--- src/rtl/bus_decoder_ws.sv ---
// rtl/bus_decoder_ws.sv - system-bus address decoder with per-region wait states
// Registered one-hot chip selects, wait-state countdown, ready/bus_error completion pulses.
module bus_decoder_ws #(
  parameter int ADDR_WIDTH  = 16,
  parameter int NUM_REGIONS = 4,
  parameter int REGION_BITS = 4,
  parameter int WAIT_BITS   = 3
) (
  input  logic                               clk,
  input  logic                               reset,
  input  logic [ADDR_WIDTH-1:0]              address_bus,
  input  logic                               read,
  input  logic                               write,
  input  logic [NUM_REGIONS*REGION_BITS-1:0] region_base,
  input  logic [NUM_REGIONS*REGION_BITS-1:0] region_mask,
  input  logic [NUM_REGIONS*WAIT_BITS-1:0]   region_wait,
  output logic [NUM_REGIONS-1:0]             cs,
  output logic                               slave_rd,
  output logic                               slave_wr,
  output logic                               ready,
  output logic                               bus_error,
  output logic                               busy
);

  typedef enum logic [1:0] {
    S_IDLE,
    S_ACCESS,
    S_ERROR,
    S_RELEASE
  } state_t;

  state_t                 state_q, state_d;
  logic [NUM_REGIONS-1:0] cs_q, cs_d;
  logic                   rd_q, rd_d;
  logic                   wr_q, wr_d;
  logic [WAIT_BITS-1:0]   cnt_q, cnt_d;

  logic [REGION_BITS-1:0] top_bits;
  logic [NUM_REGIONS-1:0] hit_sel;
  logic [WAIT_BITS-1:0]   sel_wait;
  logic                   hit_found;
  logic                   unused_addr_lo;

  assign top_bits       = address_bus[ADDR_WIDTH-1 -: REGION_BITS];
  assign unused_addr_lo = ^address_bus[ADDR_WIDTH-REGION_BITS-1:0];

  // Priority decode: the first (lowest-index) enabled region that matches wins.
  always_comb begin
    hit_sel   = '0;
    sel_wait  = '0;
    hit_found = 1'b0;
    for (int i = 0; i < NUM_REGIONS; i++) begin
      if (!hit_found &&
          (region_mask[i*REGION_BITS +: REGION_BITS] != '0) &&
          (((top_bits ^ region_base[i*REGION_BITS +: REGION_BITS]) &
            region_mask[i*REGION_BITS +: REGION_BITS]) == '0)) begin
        hit_sel[i] = 1'b1;
        sel_wait   = region_wait[i*WAIT_BITS +: WAIT_BITS];
        hit_found  = 1'b1;
      end
    end
  end

  always_comb begin
    state_d   = state_q;
    cs_d      = cs_q;
    rd_d      = rd_q;
    wr_d      = wr_q;
    cnt_d     = cnt_q;
    ready     = 1'b0;
    bus_error = 1'b0;
    case (state_q)
      S_IDLE: begin
        if (read && write) begin
          state_d = S_ERROR;
        end else if (read ^ write) begin
          if (hit_found) begin
            state_d = S_ACCESS;
            cs_d    = hit_sel;
            rd_d    = read;
            wr_d    = write;
            cnt_d   = sel_wait;
          end else begin
            state_d = S_ERROR;
          end
        end
      end
      S_ACCESS: begin
        if (cnt_q != '0) begin
          cnt_d = cnt_q - WAIT_BITS'(1);
        end else begin
          ready   = 1'b1;
          state_d = S_RELEASE;
          cs_d    = '0;
          rd_d    = 1'b0;
          wr_d    = 1'b0;
        end
      end
      S_ERROR: begin
        ready     = 1'b1;
        bus_error = 1'b1;
        state_d   = S_RELEASE;
      end
      S_RELEASE: begin
        // Wait for the Cpu to drop its request so a held level cannot re-trigger.
        if (!read && !write) begin
          state_d = S_IDLE;
        end
      end
      default: state_d = S_IDLE;
    endcase
  end

  always_ff @(posedge clk or posedge reset) begin
    if (reset) begin
      state_q <= S_IDLE;
      cs_q    <= '0;
      rd_q    <= 1'b0;
      wr_q    <= 1'b0;
      cnt_q   <= '0;
    end else begin
      state_q <= state_d;
      cs_q    <= cs_d;
      rd_q    <= rd_d;
      wr_q    <= wr_d;
      cnt_q   <= cnt_d;
    end
  end

  assign cs       = cs_q;
  assign slave_rd = rd_q;
  assign slave_wr = wr_q;
  assign busy     = (state_q != S_IDLE);

endmodule

--- config.mk ---
export PLATFORM = sky130hd
export DESIGN_NAME = bus_decoder_ws
export DESIGN_NICKNAME = d
export VERILOG_FILES = /design/src/rtl/bus_decoder_ws.sv
export SDC_FILE = /design/constraint.sdc
export NUM_CORES = 1
export LEC_CHECK = 0
export BUFFER_PORTS_ARGS = -buffer_cell sky130_fd_sc_hd__buf_2
export CORE_UTILIZATION = 30
export CTS_CLUSTER_DIAMETER = 80
export CTS_CLUSTER_SIZE = 14
export DETAILED_ROUTE_END_ITERATION = 8
export PLACE_DENSITY = 0.7
export RECOVER_POWER = 25
export SLEW_MARGIN = 10
export SYNTH_ARGS = -nofsm -noshare
export SYNTH_HDL_FRONTEND = slang
export SYNTH_SLANG_ARGS = --single-unit
export TNS_END_PERCENT = 30
--- constraint.sdc ---
create_clock -name clk -period 5.6 [get_ports clk]
set_clock_uncertainty 0.2 [all_clocks]
set_input_delay 0.56 -clock clk [delete_from_list [all_inputs] [get_ports clk]]
set_output_delay 0.56 -clock clk [all_outputs]
set_load 0.02 [all_outputs]
==> run_results.csv <==
group,metric,value,unit
setup_path,timing.critical_path.fanout_max,12,
floorplan,die_height,63.6,um
drt,route.detailed.drc,1,
synthesis,number_of_distinct_library_cell_variants_in_the_gate_level_netlist_after_synthesis,35,
setup_path,master_of_the_slowest_instance_on_the_critical_path,"and4b_1",
drt,drt-pass1-iter-count,6,
run_status,result_of_the_run,"finished with violations",
floorplan,floorplan.initialDensity,31.1,%
grt,wire_length_of_the_first_global_routing_pass,5.17,mm
synthesis,yosys_warnings,0,
floorplan,die_width,63.6,um
synthesis,postSynthNetCount,211,
setup_path,max_stage_delay,350,ps
clock_network,cts_num_sinks,11,
clock_network,htreeDepth,1,
clock_network,ctsRootBufferMaster,"clkbuf_8",
timing,worst_pin_slew,473,ps
clock_network,cts-root-to-sink-buffers,2,
setup_path,crit_arrival,2340,ps
synthesis,ys_seq_area_share,24.2,%
setup_path,worst-endpoint-required,5520,ps
setup_path,worstPathBufferInverterCount,1,
power,combinational_share_of_power,62.3,%
grt,grt_start_max_net_pins,13,
drt,final_antenna_net_count,0,
synthesis,yosys_most_used_dff,"dfrtp_1",
placement,hpwlAfterDp,2.39,mm
drt,routed_via_density,4.74,
drt,post_drt_wl_per_cell,11.8,um
timing,finalMaxSlewViolations,0,
clock_network,cts_tree,"done",
synthesis,yosys_register_bits,11,
final_layout,finalNetCount,274,
synthesis,synth_top_cell_area_share,24.2,%
power,swShare,46.9,%
job,number_of_violations_of_the_max_capacitance_limit,0,
power,pwr_density_cell,405,nW/um^2
drt,detail_route.iter0.violations,34,
synthesis,mappedNetlistArea,1140,um^2
timing,min_period_over_period,43.3,%
synthesis,postSynth.asyncResetShare,100,%
clock_network,cts_resizes,0,
timing,period_minus_slack,2430,ps
power,clockPowerShare,13.3,%
placement,place_congestion,0.800,
floorplan,placementRows,22,
worst_hold_path,min-delay-path-class,"in2async",
grt,via_count_of_the_first_global_routing_pass,1169,
clock_network,cts-buffers-inserted,3,
grt,antenna_violations_before_repair,0,
synthesis,synth.cells.most_frequent,"nand2_1, xor2_1, inv_1",
final_layout,antenna-diode-count,0,
timing,setup_total_negative_slack,0,ps
timing,setup_viol,0,
grt,globalRouteOverflowTotal,0,
timing,final-hold-violation-count,0,
setup_path,critical_path.cell_chain,"buf_2 > xor2_1 > a222oi_1 > nand2_1 > and4b_1 > and2_0 > a221oi_1 > o21ai_1",
setup_path,crit_path_end_kind,"flip-flop",
placement,setup_ws_pre_cts,2890,ps
drt,wirelength,2.93,mm
power,leakage,0.781,nW
floorplan,fp.coreArea,3660,um^2
synthesis,gate_count_of_the_mapped_netlist,138,
floorplan,die_area,4050,um^2
power,internal_power_consumption,0.330,mW
placement,io_buffer_count,60,
final_layout,area_delta_synth_final,34.8,%
timing,setup_repair_after_global_routing_missed_its_margin,"false",
setup_path,timing.critical_path.from_type,"primary input",
floorplan,top_level_ports,73,
synthesis,synth_area_per_cell,8.25,um^2
synthesis,yosys-top-cells-area,"dfrtp_1, xor2_1, ha_1, nand2_1, inv_1",
clock_network,post_cts_buffers,0,
timing,max_clock_freq,412,MHz
synthesis,synth_enable_flop_cells,0,
power,p_seq_share,24.4,%
clock_network,clk-insertion-delay-late,240,ps
run_status,violations_in_the_final_reports,"design-rule violations",
setup_path,cpLargestDelayFamily,"simple AND/OR/NAND/NOR gates",
clock_network,clk_pin_slew_worst_paths,60,ps
power,worst_supply_voltage_drop_on_vdd,0.212,mV
final_layout,drive_gt1_share,36.0,%
clock_network,postCtsHoldBufs,0,
synthesis,library_cell_with_the_largest_summed_area_after_synthesis,"dfrtp_1",
drt,num_vias,1176,
grt,grt_util_all_layers,16.1,%
timing,setup_slack,3170,ps
setup_path,critical_path_class,"in2reg",
power,net-switching-power,0.291,mW
timing,worst_relative_slew_slack,68.5,%
placed cells by master (no fill, tap or decap), types with 2 or more instances in the layout:
master and instances:
nor4_1 4, a222oi_1 4, a221oi_1 2, buf_2 60, dfrtp_1 11, and3_1 2, clkbuf_8 3, xor2_1 16
nand2_2 2, nand3_1 2, inv_1 13, o21ai_1 6, mux2i_1 4, nand2b_1 2, o22a_1 2, ha_1 9
a21oi_1 8, and2_0 2, o21ai_0 8, nor2_1 9, nand2_1 16
metal layers:
metal	track usage [%]	vias up	part of all wire, %
met2	28.5	28	50
met5	0	-	0
met3	2.54	7	4.2
met4	6.25	0	1.7
met1	19.3	528	44
li1	-	613	-
power by group through the flow:
stage | Sequential [mW] | Combinational, mW | Clock (mW)
after floorplan | 0.173 | 0.259 | 0
after global placement | 0.151 | 0.381 | 0
after detailed placement | 0.153 | 0.391 | 0
after CTS | 0.152 | 0.393 | 0.0854
after global routing | 0.157 | 0.439 | 0.0892
final | 0.152 | 0.387 | 0.0828
worst reg2reg max path, delay by kind of cell, from the launching register on:
kind,cells,cell delay [ps]
compound gates,2,540
flops,1,410
mux,1,310
simple gates,2,290
fa+ha+maj,1,230
buf+inv,2,200
path summary, 6_finish.rpt:
path	depth (start not counted)	slack [ps]	endpoint	start
max	8	3170	cnt_q[2]	address_bus[15]
min	2	120	cs[0]	reset
max reg2reg	8	3310	cnt_q[0]	state_q[0]
min reg2reg	2	290	cnt_q[2]	cnt_q[2]
max in group asynchronous	2	4770	cnt_q[2]	reset
min in group clk	2	290	cnt_q[2]	cnt_q[2]
cell families (layout without fill, tap and decap cells):
| group | after synthesis | after routing | share of synthesized area (%) |
|---|---|---|---|
| AO/OA/AOI/OAI | 36 | 36 | 23.2 |
| adder cells (fa/ha/maj) | 9 | 9 | 9.89 |
| buffers and inverters | 16 | 78 | 5.38 |
| flip-flops | 11 | 11 | 24.2 |
| XOR/XNOR | 16 | 16 | 12.3 |
| multiplexers | 7 | 7 | 6.81 |
| AND/OR/NAND/NOR | 43 | 43 | 18.2 |
registers in the layout (all words and copies together) (netlist names):
name and flops:
cnt_q 3, cs 4, slave_rd 1, slave_wr 1, state_q 2
layout make-up:
type / instances / area, um^2
sequential: 11 / 275
tap: 48 / 60.1
clock buffer: 4 / 45.0
inverter: 14 / 52.6
multi-input combinational: 111 / 802
timing repair buffer: 60 / 300
fill: 380 / 2130
metrics by stage:
step,total power [mW],utilization [%],std cells,hold WS (ps),cell area [um^2]
floorplan,0.432,-,138,212,1140
global placement,0.532,40.7,244,270,1490
detailed placement,0.544,40.7,244,284,1490
CTS,0.630,41.9,248,143,1540
global route,0.686,41.9,248,155,1540
finish,0.622,41.9,248,116,1540
(Power assumes the default switching activity.)
